### config.mk
export PLATFORM = sky130hd
export DESIGN_NAME = wb_addr_dec_n_flat
export DESIGN_NICKNAME = d
export VERILOG_FILES = /design/src/rtl/addr_dec_pkg.sv /design/src/rtl/wb_addr_dec_n_if.sv /design/src/rtl/addr_match.sv /design/src/rtl/wb_addr_dec_n.sv /design/src/flat_wrapper.sv
export SDC_FILE = /design/constraint.sdc
export NUM_CORES = 1
export LEC_CHECK = 0
export CAP_MARGIN = 20
export CORE_UTILIZATION = 37
export DETAILED_ROUTE_END_ITERATION = 12
export GPL_TIMING_DRIVEN = 0
export HOLD_SLACK_MARGIN = 0.03
export PLACE_DENSITY = 0.81
export SKIP_CTS_REPAIR_TIMING = 1
export SYNTH_ARGS = -nofsm -noshare
export SYNTH_HDL_FRONTEND = slang
export SYNTH_SLANG_ARGS = --single-unit
### constraint.sdc
create_clock -name iCLK -period 2.4 [get_ports iCLK]
set_input_delay 0.24 -clock iCLK [delete_from_list [all_inputs] [get_ports iCLK]]
set_output_delay 0.24 -clock iCLK [all_outputs]
set_load 0.05 [all_outputs]
### src/rtl/addr_dec_pkg.sv
// ----------------------------------------------------------------------------
// addr_dec_pkg
// Shared definitions for the Wishbone address decoder (wb_addr_dec_n) and its
// address-match sub-module:
//   - state_t        : decoder FSM states
//   - BASE_TIMER,
//     BASE_PWM,
//     BASE_PWM_1     : default peripheral base addresses (slaves 0, 1, 2)
//   - DEF_ADDR_MASK  : default shared compare mask (16-byte window per slave)
//   - idx_width()    : width of a slave index, never less than 1 bit
//   - cnt_width()    : width of the ACK timeout counter, never less than 1 bit
// ----------------------------------------------------------------------------
package addr_dec_pkg;

  typedef enum logic [1:0] {
    IDLE = 2'd0,
    WAIT = 2'd1,
    RESP = 2'd2,
    ERR  = 2'd3
  } state_t;

  localparam logic [31:0] BASE_TIMER    = 32'h0200_1000;
  localparam logic [31:0] BASE_PWM      = 32'h0200_2000;
  localparam logic [31:0] BASE_PWM_1    = 32'h0200_3000;
  localparam logic [31:0] DEF_ADDR_MASK = 32'hFFFF_FFF0;

  // A single slave still needs a 1-bit index signal to keep the ports legal.
  function automatic int idx_width(input int n);
    return (n > 1) ? $clog2(n) : 1;
  endfunction

  // TIMEOUT = 0 disables the timeout; keep a 1-bit counter so widths stay legal.
  function automatic int cnt_width(input int t);
    return (t > 0) ? $clog2(t + 1) : 1;
  endfunction

endpackage

### src/rtl/wb_addr_dec_n_if.sv
// ----------------------------------------------------------------------------
// wb_addr_dec_n_if
// Bus bundle between the CPU master / peripheral slaves and the decoder.
// Signal names are written from the decoder's point of view:
//   iADR  [AW]          master address
//   iSTB                master strobe
//   oACK                transfer-complete pulse to master
//   oERR                bus-error pulse to master
//   oDAT  [DW]          read data to master
//   oSTB  [NUM_SLV]     one-hot slave strobes
//   iACK  [NUM_SLV]     slave acknowledges
//   iDAT  [NUM_SLV*DW]  slave read data, slave i at [i*DW +: DW]
// With ADDR_DEC_ERRLOG_EN defined the bundle also carries:
//   oERR_ADR [AW]       address of the most recent bus error
//   oERR_CNT [16]       saturating bus-error count
// Modports: slave  = decoder side (used by wb_addr_dec_n)
//           master = environment side (CPU + peripherals)
// ----------------------------------------------------------------------------
interface wb_addr_dec_n_if #(
  parameter int NUM_SLV = 3,
  parameter int AW      = 32,
  parameter int DW      = 32
);

  logic [AW-1:0]         iADR;
  logic                  iSTB;
  logic                  oACK;
  logic                  oERR;
  logic [DW-1:0]         oDAT;
  logic [NUM_SLV-1:0]    oSTB;
  logic [NUM_SLV-1:0]    iACK;
  logic [NUM_SLV*DW-1:0] iDAT;
`ifdef ADDR_DEC_ERRLOG_EN
  logic [AW-1:0]         oERR_ADR;
  logic [15:0]           oERR_CNT;
`endif

  modport slave (
    input  iADR, iSTB, iACK, iDAT,
`ifdef ADDR_DEC_ERRLOG_EN
    output oERR_ADR, oERR_CNT,
`endif
    output oACK, oERR, oDAT, oSTB
  );

  modport master (
    output iADR, iSTB, iACK, iDAT,
`ifdef ADDR_DEC_ERRLOG_EN
    input  oERR_ADR, oERR_CNT,
`endif
    input  oACK, oERR, oDAT, oSTB
  );

endinterface

### src/rtl/addr_match.sv
// ----------------------------------------------------------------------------
// addr_match
// Combinational address matcher: NUM_SLV masked comparators followed by a
// lowest-index-wins priority encoder, so overlapping windows resolve to the
// lowest slave number.
// Ports:
//   i_adr      [AW]     address to decode
//   o_hit_any           at least one slave window matches
//   o_hit_idx  [IDX_W]  index of the lowest matching slave (0 when no hit)
// ----------------------------------------------------------------------------
module addr_match #(
  parameter int                    NUM_SLV   = 3,
  parameter int                    AW        = 32,
  parameter int                    IDX_W     = 2,
  parameter logic [NUM_SLV*AW-1:0] BASE_ADDR = '0,
  parameter logic [AW-1:0]         ADDR_MASK = '1
) (
  input  logic [AW-1:0]    i_adr,
  output logic             o_hit_any,
  output logic [IDX_W-1:0] o_hit_idx
);

  logic [NUM_SLV-1:0] w_hit;

  for (genvar g = 0; g < NUM_SLV; g++) begin : g_cmp
    assign w_hit[g] = ((i_adr & ADDR_MASK) == (BASE_ADDR[g*AW +: AW] & ADDR_MASK));
  end

  // Scan from the top down so the last assignment is the lowest hit index.
  always_comb begin
    o_hit_any = 1'b0;
    o_hit_idx = '0;
    for (int i = NUM_SLV - 1; i >= 0; i--) begin
      if (w_hit[i]) begin
        o_hit_any = 1'b1;
        o_hit_idx = IDX_W'(i);
      end
    end
  end

endmodule

### src/rtl/wb_addr_dec_n.sv
// ----------------------------------------------------------------------------
// wb_addr_dec_n
// N-slave Wishbone-classic address decoder and response router. A strobed
// master address is matched against per-slave base windows; the selected
// slave gets a registered strobe, and its ACK/read data are returned to the
// master one cycle later. Unmapped addresses, and slaves that stay silent for
// TIMEOUT cycles, are terminated with a one-cycle bus-error pulse.
// Ports:
//   iCLK    clock, rising edge
//   iRSTn   asynchronous active-low reset
//   bus     wb_addr_dec_n_if.slave (master request, slave strobes/acks/data,
//           master ack/err/data)
// Optional build macro ADDR_DEC_ERRLOG_EN: drives bus.oERR_ADR (address of the
// last bus error) and bus.oERR_CNT (saturating 16-bit error count).
// ----------------------------------------------------------------------------
module wb_addr_dec_n
  import addr_dec_pkg::*;
#(
  parameter int                    NUM_SLV   = 3,
  parameter int                    AW        = 32,
  parameter int                    DW        = 32,
  parameter logic [NUM_SLV*AW-1:0] BASE_ADDR = {BASE_PWM_1, BASE_PWM, BASE_TIMER},
  parameter logic [AW-1:0]         ADDR_MASK = DEF_ADDR_MASK,
  parameter int                    TIMEOUT   = 16
) (
  input  logic           iCLK,
  input  logic           iRSTn,
  wb_addr_dec_n_if.slave bus
);

  localparam int IDX_W = idx_width(NUM_SLV);
  localparam int CNT_W = cnt_width(TIMEOUT);
  localparam logic [CNT_W-1:0] TO_LAST = CNT_W'((TIMEOUT > 0) ? (TIMEOUT - 1) : 0);

  state_t             r_state;
  logic [IDX_W-1:0]   r_idx;
  logic [CNT_W-1:0]   r_cnt;
  logic [NUM_SLV-1:0] r_stb;
  logic               r_ack;
  logic               r_err;
  logic [DW-1:0]      r_dat;

  logic               w_hit_any;
  logic [IDX_W-1:0]   w_hit_idx;
  logic               w_sel_ack;
  logic [DW-1:0]      w_sel_dat;
  logic               w_cnt_done;

  addr_match #(
    .NUM_SLV   (NUM_SLV),
    .AW        (AW),
    .IDX_W     (IDX_W),
    .BASE_ADDR (BASE_ADDR),
    .ADDR_MASK (ADDR_MASK)
  ) u_match (
    .i_adr     (bus.iADR),
    .o_hit_any (w_hit_any),
    .o_hit_idx (w_hit_idx)
  );

  // Only the latched slave is listened to; ACKs from other slaves are ignored.
  always_comb begin
    w_sel_ack = 1'b0;
    w_sel_dat = '0;
    for (int i = 0; i < NUM_SLV; i++) begin
      if (r_idx == IDX_W'(i)) begin
        w_sel_ack = bus.iACK[i];
        w_sel_dat = bus.iDAT[i*DW +: DW];
      end
    end
  end

  assign w_cnt_done = (TIMEOUT != 0) && (r_cnt == TO_LAST);

  // Request accepted in IDLE -> strobe next cycle; slave ACK -> master ACK
  // next cycle. Branch order in WAIT encodes ACK > abort > timeout.
  always_ff @(posedge iCLK or negedge iRSTn) begin
    if (!iRSTn) begin
      r_state <= IDLE;
      r_idx   <= '0;
      r_cnt   <= '0;
      r_stb   <= '0;
      r_ack   <= 1'b0;
      r_err   <= 1'b0;
      r_dat   <= '0;
    end else begin
      r_ack <= 1'b0;
      r_err <= 1'b0;
      case (r_state)
        IDLE: begin
          if (bus.iSTB) begin
            if (w_hit_any) begin
              r_idx            <= w_hit_idx;
              r_cnt            <= '0;
              r_stb            <= '0;
              r_stb[w_hit_idx] <= 1'b1;
              r_state          <= WAIT;
            end else begin
              r_dat   <= '0;
              r_err   <= 1'b1;
              r_state <= ERR;
            end
          end
        end
        WAIT: begin
          if (w_sel_ack) begin
            r_dat   <= w_sel_dat;
            r_ack   <= 1'b1;
            r_stb   <= '0;
            r_state <= RESP;
          end else if (!bus.iSTB) begin
            r_stb   <= '0;
            r_state <= IDLE;
          end else if (w_cnt_done) begin
            r_stb   <= '0;
            r_dat   <= '0;
            r_err   <= 1'b1;
            r_state <= ERR;
          end else if (r_cnt != '1) begin
            r_cnt <= r_cnt + CNT_W'(1);
          end
        end
        RESP:    r_state <= IDLE;
        ERR:     r_state <= IDLE;
        default: r_state <= IDLE;
      endcase
    end
  end

  assign bus.oSTB = r_stb;
  assign bus.oACK = r_ack;
  assign bus.oERR = r_err;
  assign bus.oDAT = r_dat;

`ifdef ADDR_DEC_ERRLOG_EN
  logic          w_enter_err;
  logic [AW-1:0] r_err_adr;
  logic [15:0]   r_err_cnt;

  // Mirrors the two FSM paths into ERR: unmapped request, or slave timeout.
  assign w_enter_err = ((r_state == IDLE) && bus.iSTB && !w_hit_any) ||
                       ((r_state == WAIT) && !w_sel_ack && bus.iSTB && w_cnt_done);

  always_ff @(posedge iCLK or negedge iRSTn) begin
    if (!iRSTn) begin
      r_err_adr <= '0;
      r_err_cnt <= '0;
    end else if (w_enter_err) begin
      r_err_adr <= bus.iADR;
      if (r_err_cnt != 16'hFFFF) begin
        r_err_cnt <= r_err_cnt + 16'd1;
      end
    end
  end

  assign bus.oERR_ADR = r_err_adr;
  assign bus.oERR_CNT = r_err_cnt;
`endif

endmodule

### src/flat_wrapper.sv
// flat-port wrapper written by rule: the top's interface ports become plain ports
module wb_addr_dec_n_flat import addr_dec_pkg::*;
#(
  parameter int                    NUM_SLV   = 3,
  parameter int                    AW        = 32,
  parameter int                    DW        = 32,
  parameter logic [NUM_SLV*AW-1:0] BASE_ADDR = {BASE_PWM_1, BASE_PWM, BASE_TIMER},
  parameter logic [AW-1:0]         ADDR_MASK = DEF_ADDR_MASK,
  parameter int                    TIMEOUT   = 16
)
  (iCLK, iRSTn, bus_iADR, bus_iSTB, bus_iACK, bus_iDAT, bus_oACK, bus_oERR, bus_oDAT, bus_oSTB);
  wb_addr_dec_n_if #(.NUM_SLV(NUM_SLV), .AW(AW), .DW(DW)) bus_i ();
  input  logic iCLK;
  input  logic iRSTn;
  input wire logic [$bits(bus_i.iADR)-1:0] bus_iADR;
  input wire logic [$bits(bus_i.iSTB)-1:0] bus_iSTB;
  input wire logic [$bits(bus_i.iACK)-1:0] bus_iACK;
  input wire logic [$bits(bus_i.iDAT)-1:0] bus_iDAT;
  output wire logic [$bits(bus_i.oACK)-1:0] bus_oACK;
  output wire logic [$bits(bus_i.oERR)-1:0] bus_oERR;
  output wire logic [$bits(bus_i.oDAT)-1:0] bus_oDAT;
  output wire logic [$bits(bus_i.oSTB)-1:0] bus_oSTB;
  assign bus_i.iADR = bus_iADR;
  assign bus_i.iSTB = bus_iSTB;
  assign bus_i.iACK = bus_iACK;
  assign bus_i.iDAT = bus_iDAT;
  assign bus_oACK = bus_i.oACK;
  assign bus_oERR = bus_i.oERR;
  assign bus_oDAT = bus_i.oDAT;
  assign bus_oSTB = bus_i.oSTB;
  wb_addr_dec_n #(.NUM_SLV(NUM_SLV), .AW(AW), .DW(DW), .BASE_ADDR(BASE_ADDR), .ADDR_MASK(ADDR_MASK), .TIMEOUT(TIMEOUT)) u_core (.iCLK(iCLK), .iRSTn(iRSTn), .bus(bus_i));
endmodule
==> results.md, run 1 <==
* Synth Net Count at about 450
* Synthesis warning total at 0
* Non-Filler Instances at between 500 and 600
* Cell taking the most area after synthesis: dfrtp_1
* Layout cells sized above 1 at 0.0453
* Io pins at about 170
* Wirelength, routed at just over 9 mm
* Most frequent CP cell: buf_4
* Initial DRC count at ~210
* Drt first pass iters at 4
* Type of the worst min-delay path: primary input to async pin
* PortBufs at ~170
* Status: complete, no violations
* Static Leakage at 2.14 nW
* Vias in the first global route at ~3,000
* First-pass GRT wire length at 14.3 mm
* Setup crit end kind: register
* #FFs+latches synth at 46
* Req. time, crit path at 2.61 ns
* Tightest Pin Transition at about 0.74 ns
* Worst setup path category: register to register
* CTS Root Cell: clkbuf_8
* Via count at 3,179
* Fmax at between 400 and 500 MHz
* Cells after DPL at 576
* Async set or reset register ratio after synthesis at 1.00
* Count leader, synth: dfrtp_1
* Via-to-Cell Ratio at between 5 and 6
* Routed len/inst at 15.8 um
* Final Hold Fails at 0
* VDD IR max at 346 uV
* Placed wire-length estimate at 7.12 mm
* Row cnt at 31
* Synthesized instance count at 310
* Die Span Y at 88.3 um
* Synth Flop Type: dfrtp_1
* Chip Width at 88.3 um
* Initial cell density of the core at 0.382
* Layout Skew at 0.00555 ns
* Slew headroom at 0.509
* Startpoint type of the worst setup path: register
* Syn Std Cell Area at 2760 um^2
* Total gr overflow at 0
* Pwr/cell area at between 600 and 700 nW/um^2
* Largest net degree at the start of global routing at 25
* Clk slew on worst S/H paths at 0.09 ns
* Cell-by-cell trace of the critical path: ha_1 > and3_1 > ha_2 > nand2b_1 > a222oi_1 > buf_4 > buf_4 > o21ai_0 > o22ai_1
* Final setup violation count at 0
* Period minus WS final at 2.22 ns
* Post-DRT Antenna Nets at 0
* Crit path largest cell delay at 0.42 ns
* Crit path max fanout at 10
* Period utilisation layout at 0.924
* Diodes inserted at 0
* Final GP Congestion at 0.799
* Yosys top cell area share at 0.417
* Synth top area cells: dfrtp_1 42%, mux2i_1 13%, o22ai_1 7.5%, a21oi_1 6.2%, o21ai_0 5.8%
* Critical path's slowest cell: dfrtp_1
* Die ar. at 7800 um^2
* Clock sinks at 46
* Unique masters post-synth at 41
* Mean Syn Cell Area at ~8.9 um^2
* Post-synth EDFFs at 0
* DRC viols at 0
* Critical Path AT at 2.43 ns
* Longest Clk Path Bufs at 2
* Initial antenna violation count at 0
* Aggregate global-route resource usage at 0.238
* Max-cap violations at 0
* Area Growth Syn to Fin at 70.5%
* Final Total Pwr at 3.00 mW
* H-tree depth at 2
* CTS Buf Count at 5
* Slew Limit Fails at 0
* Seq/Total Area, Yosys at 0.417
* Worst-Skew Late Latency at 0.29 ns
* Nets at 623
* Synth cell count leaders: 46 x dfrtp_1, 36 x mux2i_1, 36 x nor2_1
* CTS tree: yes
* Core area at 7210 um^2
[final timing paths]
check | start | slack [ns] | end | cells past startpoint
min in group iCLK | u_core.bus.oSTB[2] | 0.54 | u_core.bus.oSTB[2] | 1
setup reg to reg | u_core.r_cnt[0] | 0.18 | u_core.bus.oDAT[15] | 9
hold / removal | iRSTn | 0.47 | u_core.bus.oDAT[9] | 2
setup / recovery | u_core.r_cnt[0] | 0.18 | u_core.bus.oDAT[15] | 9
max in group asynchronous | iRSTn | 1.41 | u_core.bus.oDAT[24] | 3
hold reg to reg | u_core.bus.oSTB[2] | 0.54 | u_core.bus.oSTB[2] | 1
[sequential cells by signal (all words and copies together), names as in the netlist]
name             flops
u_core.bus.oACK      1
u_core.bus.oDAT     32
u_core.bus.oERR      1
u_core.bus.oSTB      3
u_core.r_cnt         5
u_core.r_idx         2
u_core.r_state       2
[kinds of logic after synthesis]
kind of cell	share of synthesized area
buf+inv	0.0517
mux	0.136
simple gates	0.114
compound gates	0.267
flops	0.417
fa+ha+maj	0.0136
[per-stage QoR]
stage                     setup slack (ns)  setup TNS (ns)   util  instance area (um^2)  hold WS, ns
after floorplan                      0.267               0      -                  2760      -0.0556
after global placement              -0.198          -14.38  0.630                  4540        0.515
after detailed placement            -0.247           -6.58  0.633                  4570        0.268
after CTS                           -0.287           -7.56  0.648                  4680      -0.0501
after global routing               -0.0207         -0.0207  0.652                  4700        0.521
final                                0.182               0  0.652                  4700        0.474
[placed cells by master, fill, tap and decap left out, types with 2 or more instances in the layout]
master and count:
clkbuf_8 6, nor4_1 5, a31o_2 3, inv_1 8
nor3b_1 2, clkbuf_1 18, clkbuf_2 3, nand2_1 6
clkdlybuf4s50_1 165, nor2b_1 2, dfrtp_1 46, o22ai_1 33
nand4_1 2, buf_4 4, o21ai_0 32, nand3_1 3
nor2_1 36, and4_1 2, a21oi_1 34, o21ai_1 8
ha_1 2, o2111ai_1 3, mux2i_1 36, nand2b_1 2
a32o_1 2
[power by group]
| part | internal (mW) | switching (mW) | total [mW] |
|---|---|---|---|
| Sequential | 0.917 | 0.0923 | 1.01 |
| Clock | 0.334 | 0.257 | 0.590 |
| Combinational | 0.597 | 0.806 | 1.40 |
[metal layers]
metal	share of wire	up-vias	global-route usage
met4	0.017	0	0.0616
met2	0.51	137	0.415
met1	0.40	1516	0.298
met3	0.070	19	0.0522
met5	0	-	0
li1	-	1507	-
[layout make-up]
class | instances | area [um^2]
Tap cell | 99 | 124
Timing Repair Buffer | 169 | 1700
Buffer | 25 | 116
Clock inverter | 1 | 30.0
Fill cell | 633 | 2510
Multi-Input combinational cell | 231 | 1470
Inverter | 8 | 30.0
Sequential cell | 46 | 1150
Clock buffer | 6 | 82.6
[worst max-delay path: cells and delay by family, from the launching register on]
kind,cells,cell delay [ns]
AO/OA/AOI/OAI,3,0.52
flip-flops,1,0.42
buffers and inverters,2,0.38
AND/OR/NAND/NOR,2,0.37
adder cells (fa/ha/maj),2,0.45
Power figures use the tool's default switching activity.
==> run 2: changes to the inputs <==
- CORE_UTILIZATION: 37 -> 34
- PLACE_DENSITY: 0.81 -> 0.78
- SKIP_LAST_GASP: unset -> 1
- clock period: 2.4 -> 1.9 ns (I/O delays scaled with it)
==> results.md, run 2 (synthesis gave the netlist of run 1 again) <==
* Type of the worst min-delay path: primary input to async pin (unchanged)
* Vias in the first global route at 3,075 (was 3,041)
* Worst-Skew Late Latency at 0.30 ns (was 0.29 ns)
* Req. time, crit path at 2.12 ns (was 2.61 ns)
* CTS Root Cell: clkbuf_8 (unchanged)
* FILL cells at 665 (was 633)
* VDD IR max at 524 uV (was 346 uV)
* Status: complete, but fails checks (was complete, no violations)
* Chip Width at 92.1 um (was 88.3 um)
* Post-Place Setup Slack at -0.507 ns (was -0.247 ns)
* Post-DRT Antenna Nets at 0 (unchanged)
* PortBufs at 166 (unchanged)
* Layout cells sized above 1 at 0.102 (was 0.0453)
* Crit path largest cell delay at 0.42 ns (about the same)
* Layout Skew at 0.00481 ns (was 0.00555 ns)
* Core area at 7770 um^2 (was 7210 um^2)
* Most frequent CP cell: buf_4 (unchanged)
* Largest net degree at the start of global routing at 30 (was 25)
* Area Growth Syn to Fin at 76.3% (was 70.5%)
* Die Span Y at 92.1 um (was 88.3 um)
* Drt first pass iters at 4 (unchanged)
* Placed wire-length estimate at 7.20 mm (was 7.12 mm)
* Period minus WS final at 2.07 ns (was 2.22 ns)
* Final GP Congestion at 0.849 (was 0.799)
* Final Hold Fails at 0 (unchanged)
* Routed len/inst at 16.1 um (was 15.8 um)
* DRC viols at 0 (unchanged)
* RSZ-0062 raised after global routing: true
* Diodes inserted at 0 (unchanged)
* Setup crit end kind: register (unchanged)
* H-tree depth at 2 (unchanged)
* Max-cap violations at 0 (unchanged)
* Aggregate global-route resource usage at 0.219 (was 0.238)
* Cell-by-cell trace of the critical path: ha_2 > and3_4 > ha_4 > nand2b_4 > a222oi_1 > buf_4 > buf_4 > o21ai_1 > o22ai_1 (was ha_1 > and3_1 > ha_2 > nand2b_1 > a222oi_1 > buf_4 > buf_4 > o21ai_0 > o22ai_1)
* Static Leakage at 2.18 nW (was 2.14 nW)
* Pwr/cell area at 795 nW/um^2 (was 638 nW/um^2)
* Longest Clk Path Bufs at 2 (unchanged)
* Worst path top cell family by delay: buffers and inverters (was compound AO/OA/AOI/OAI gates)
* First-pass GRT wire length at 14.6 mm (was 14.3 mm)
* Via-to-Cell Ratio at 5.32 (was 5.43)
* Initial cell density of the core at 0.355 (was 0.382)
* Total gr overflow at 0 (unchanged)
* Via count at 3,157 (was 3,179)
* Crit path max fanout at 8 (was 10)
* Most common cell after layout, fill and taps aside: clkdlybuf4s50_1 (unchanged)
* Critical Path AT at 2.29 ns (was 2.43 ns)
* Slew Limit Fails at 0 (unchanged)
* CTS tree: yes (unchanged)
* Clock sinks at 46 (unchanged)
* Initial DRC count at 203 (was 206)
* Final setup violation count at 36 (was 0)
* PnR worst setup slack at -0.168 ns (was 0.182 ns)
* Max reg flops at 32 (unchanged)
* Worst setup path category: register to register (unchanged)
* Nets at 627 (was 623)
* Tightest Pin Transition at 0.741 ns (was 0.736 ns)
* Critical path's slowest cell: dfrtp_1 (unchanged)
* Count of cells along the worst register-to-register path at 9 (unchanged)
* Startpoint type of the worst setup path: register (unchanged)
* Row cnt at 32 (was 31)
* Stages on worst setup path at 9 (unchanged)
* Slew headroom at 0.506 (was 0.509)
* Crit path buf inv count at 2 (unchanged)
* Wirelength, routed at 9.53 mm (was 9.22 mm)
* CTS Buf Count at 5 (unchanged)
* Period utilisation layout at 1.09 (was 0.924)
* Most frequent cells in the layout: 165 x clkdlybuf4s50_1, 46 x dfrtp_1, 36 x nor2_1 (was 165 x clkdlybuf4s50_1, 46 x dfrtp_1, 36 x nor2_1, 36 x mux2i_1, 34 x a21oi_1)
* Clk slew on worst S/H paths at 0.09 ns (about the same)
* Io pins at 171 (unchanged)
* Die ar. at 8480 um^2 (was 7800 um^2)
* Final Total Pwr at 3.87 mW (was 3.00 mW)
* Initial antenna violation count at 0 (unchanged)
* Fmax at 484 MHz (was 451 MHz)
* Failing checks: negative setup slack
-- run 2: final cells by class --
| type | count | area (um^2) | share of cell area |
|---|---|---|---|
| buffer | 24 | 145 | 0.0299 |
| clock buffer | 6 | 72.6 | 0.0149 |
| clock inverter | 2 | 13.8 | 0.00283 |
| inverter | 8 | 30.0 | 0.00618 |
| multi-input combinational | 231 | 1570 | 0.323 |
| sequential | 46 | 1150 | 0.237 |
| tap | 102 | 128 | 0.0263 |
| timing repair buffer | 174 | 1750 | 0.360 |
-- run 2: final timing paths --
check,slack [ns],to,start
max,-0.17,u_core.bus.oDAT[12],u_core.r_cnt[0]
min,0.37,u_core.bus.oERR,iRSTn
max reg2reg,-0.17,u_core.bus.oDAT[12],u_core.r_cnt[0]
min reg2reg,0.54,u_core.bus.oDAT[8],u_core.bus.oDAT[8]
max in group asynchronous,1.02,u_core.bus.oDAT[18],iRSTn
min in group iCLK,0.52,u_core.bus.oDAT[0],bus_iDAT[64]
-- run 2: through the flow --
stage / TNS, ns / util / instances / hold WS (ns) / cell area [um^2]
3_5_place_dp: -17.52 / 0.591 / 579 / 0.171 / 4590
3_3_place_gp: -47.60 / 0.589 / 578 / 0.516 / 4570
2_1_floorplan: -3.15 / - / 310 / -0.106 / 2790
6_report: -4.27 / 0.626 / 593 / 0.366 / 4860
5_1_grt: -8.05 / 0.626 / 593 / 0.403 / 4860
4_1_cts: -16.44 / 0.602 / 587 / -0.156 / 4680
-- run 2: worst reg2reg max path: stages, from the launching register on --
cell,delay [ns]
dfrtp_1,0.42
ha_2,0.21
and3_4,0.19
ha_4,0.17
nand2b_4,0.13
a222oi_1,0.25
buf_4,0.27
buf_4,0.17
o21ai_1,0.06
o22ai_1,0.13
-- run 2: where the power goes --
part / total, mW / switching [mW] / internal (mW)
combinational: 1.96 / 1.08 / 0.883
sequential: 1.30 / 0.138 / 1.16
clock: 0.611 / 0.351 / 0.260
total: 3.87 / 1.56 / 2.30
-- run 2: routing by layer --
metal,track usage,share of wire
met5,0,0
met4,0.0521,0.0084
met3,0.0531,0.064
met2,0.382,0.53
met1,0.270,0.40
==> run 3: changes to the inputs <==
- PLACE_DENSITY: 0.78 -> unset
- PLACE_DENSITY_LB_ADDON: unset -> 0.2
==> results.md, run 3 (synthesis gave the netlist of run 1 again) <==
* Max-cap violations at 0 (unchanged)
* Worst-Skew Late Latency at 0.31 ns (was 0.30 ns)
* Layout cells sized above 1 at 0.114 (was 0.102)
* H-tree depth at 2 (unchanged)
* Crit path largest cell delay at 0.46 ns (was 0.42 ns)
* Routed len/inst at 15.9 um (was 16.1 um)
* Row cnt at 32 (unchanged)
* Aggregate global-route resource usage at 0.220 (was 0.219)
* Clock sinks at 46 (unchanged)
* Period minus WS final at 2.09 ns (was 2.07 ns)
* Io pins at 171 (unchanged)
* CTS Root Cell: clkbuf_8 (unchanged)
* CTS tree: yes (unchanged)
* Post-DRT Antenna Nets at 0 (unchanged)
* Via count at 3,154 (was 3,157)
* Placed wire-length estimate at 7.03 mm (was 7.20 mm)
* Finished Core Util at 0.633 (was 0.626)
* Wirelength, routed at 9.42 mm (was 9.53 mm)
* Vias in the first global route at 3,191 (was 3,075)
* Die ar. at 8480 um^2 (unchanged)
* Nets at 628 (was 627)
* Total gr overflow at 0 (unchanged)
* Sequential power share at 0.332 (was 0.335)
* PortBufs at 166 (unchanged)
* PnR worst setup slack at -0.186 ns (was -0.168 ns)
* Initial antenna violation count at 0 (unchanged)
* P_sw at 1.60 mW (was 1.56 mW)
* DRC viols at 0 (unchanged)
* Chip Width at 92.1 um (unchanged)
* Crit path max fanout at 8 (unchanged)
* Clk slew on worst S/H paths at 0.10 ns (was 0.09 ns)
* Clock share of power at 0.160 (was 0.158)
* Drt first pass iters at 4 (unchanged)
* CTS Buf Count at 5 (unchanged)
* Int Power at 2.35 mW (was 2.30 mW)
* Req. time, crit path at 2.12 ns (about the same)
* Worst hold slack at 0.413 ns (was 0.366 ns)
* Sw frac at 0.405 (about the same)
* Type of the worst min-delay path: primary input to async pin (unchanged)
* VDD IR max at 456 uV (was 524 uV)
* Area Growth Syn to Fin at 78.4% (was 76.3%)
* Core area at 7770 um^2 (unchanged)
* Pwr/cell area at 801 nW/um^2 (was 795 nW/um^2)
* Critical path's slowest cell: dfrtp_2 (was dfrtp_1)
* Fmax at 479 MHz (was 484 MHz)
* Worst setup path category: register to register (unchanged)
* Initial DRC count at 187 (was 203)
* Layout Skew at 0.0128 ns (was 0.00481 ns)
* Status: complete, but fails checks (unchanged)
* Most frequent CP cell: ha_4 (was buf_4)
* Most common cell after layout, fill and taps aside: clkdlybuf4s50_1 (unchanged)
* Slew headroom at 0.476 (was 0.506)
* Diodes inserted at 0 (unchanged)
* Most frequent cells in the layout: 165 x clkdlybuf4s50_1, 45 x dfrtp_1, 36 x nor2_1, 36 x mux2i_1, 34 x a21oi_1 (was 165 x clkdlybuf4s50_1, 46 x dfrtp_1, 36 x nor2_1)
* Tightest Pin Transition at 0.785 ns (was 0.741 ns)
* Via-to-Cell Ratio at 5.31 (was 5.32)
* Non-Filler Instances at 594 (was 593)
* Failing checks: negative setup slack (unchanged)
* Longest Clk Path Bufs at 2 (unchanged)
* Initial cell density of the core at 0.355 (unchanged)
* Startpoint type of the worst setup path: register (unchanged)
* Slew Limit Fails at 0 (unchanged)
* Critical Path AT at 2.31 ns (was 2.29 ns)
* Largest net degree at the start of global routing at 25 (was 30)
* Combinational Power Share at 0.508 (was 0.507)
* Final GP Congestion at 0.775 (was 0.849)
* First-pass GRT wire length at 15.1 mm (was 14.6 mm)
* Cell-by-cell trace of the critical path: ha_4 > and3_4 > ha_4 > nand2b_4 > a222oi_1 > buf_4 > clkbuf_16 > o21ai_1 > o22ai_1 (was ha_2 > and3_4 > ha_4 > nand2b_4 > a222oi_1 > buf_4 > buf_4 > o21ai_1 > o22ai_1)
* Final Hold Fails at 0 (unchanged)
* Static Leakage at 2.20 nW (was 2.18 nW)
* Max reg flops at 32 (unchanged)
* Final setup violation count at 38 (was 36)
* Die Span Y at 92.1 um (unchanged)
* Period utilisation layout at 1.10 (was 1.09)
* Setup crit end kind: register (unchanged)
* Cells after DPL at 579 (unchanged)
* RSZ-0062 raised after global routing: true (unchanged)
## run 3: changes by cell type in the layout (fill, tap and decap cells not counted), moves of 2 or more
cell     before  now
nor4_1        3    5
nor4_2        2    0
o21ai_0      15   11
o21ai_2       3    7
## run 3: power by group through the flow
| stage | registers [mW] | logic, mW | clock network, mW |
|---|---|---|---|
| 3_3_place_gp | 1.28 | 1.78 | 0 |
| 3_5_place_dp | 1.29 | 1.82 | 0 |
| 4_1_cts | 1.27 | 1.82 | 0.648 |
| 6_report | 1.31 | 2.00 | 0.631 |
| 5_1_grt | 1.33 | 2.14 | 0.677 |
| 2_1_floorplan | 1.73 | 0.626 | 0 |
## run 3: area by class of cell
cell class / count / area, um^2
Buffer: 24 / 149
Clock buffer: 5 / 68.8
Clock inverter: 3 / 25.0
Fill cell: 677 / 2850
Inverter: 8 / 30.0
Multi-Input combinational cell: 231 / 1590
Sequential cell: 46 / 1150
Tap cell: 102 / 128
Timing Repair Buffer: 175 / 1770
## run 3: layer usage
metal	GRT usage	vias up	wire (um)
met4	0.0508	0	51
met5	0	-	0
li1	-	1521	-
met1	0.278	1499	3910
met2	0.378	126	4710
met3	0.0556	8	744
## run 3: final timing paths
kind	to	cells past startpoint	slack (ns)	from
setup / recovery	u_core.bus.oDAT[19]	9	-0.19	u_core.r_cnt[0]
setup reg to reg	u_core.bus.oDAT[19]	9	-0.19	u_core.r_cnt[0]
min in group iCLK	u_core.bus.oDAT[1]	3	0.52	bus_iDAT[65]
hold / removal	u_core.bus.oSTB[0]	2	0.41	iRSTn
max in group asynchronous	u_core.bus.oDAT[16]	3	0.96	iRSTn
hold reg to reg	u_core.bus.oSTB[2]	1	0.53	u_core.bus.oSTB[2]
## run 3: critical path: cells and delay by family (launching register included)
family                     cells  cell delay, ns
AOI/OAI and AO/OA              3            0.41
buffers and inverters          2            0.45
DFF                            1            0.46
adders and majority gates      2            0.34
and+or+nand+nor                2            0.32
## run 3: metrics by stage
step / setup TNS (ns) / power [mW] / instance area (um^2) / worst slack (ns)
finish: -4.95 / 3.94 / 4920 / -0.186
global route: -8.46 / 4.15 / 4920 / -0.278
CTS: -21.48 / 3.75 / 4680 / -0.680
detailed placement: -22.60 / 3.11 / 4590 / -0.661
global placement: -50.07 / 3.06 / 4570 / -0.686
floorplan: -3.15 / 2.36 / 2790 / -0.124
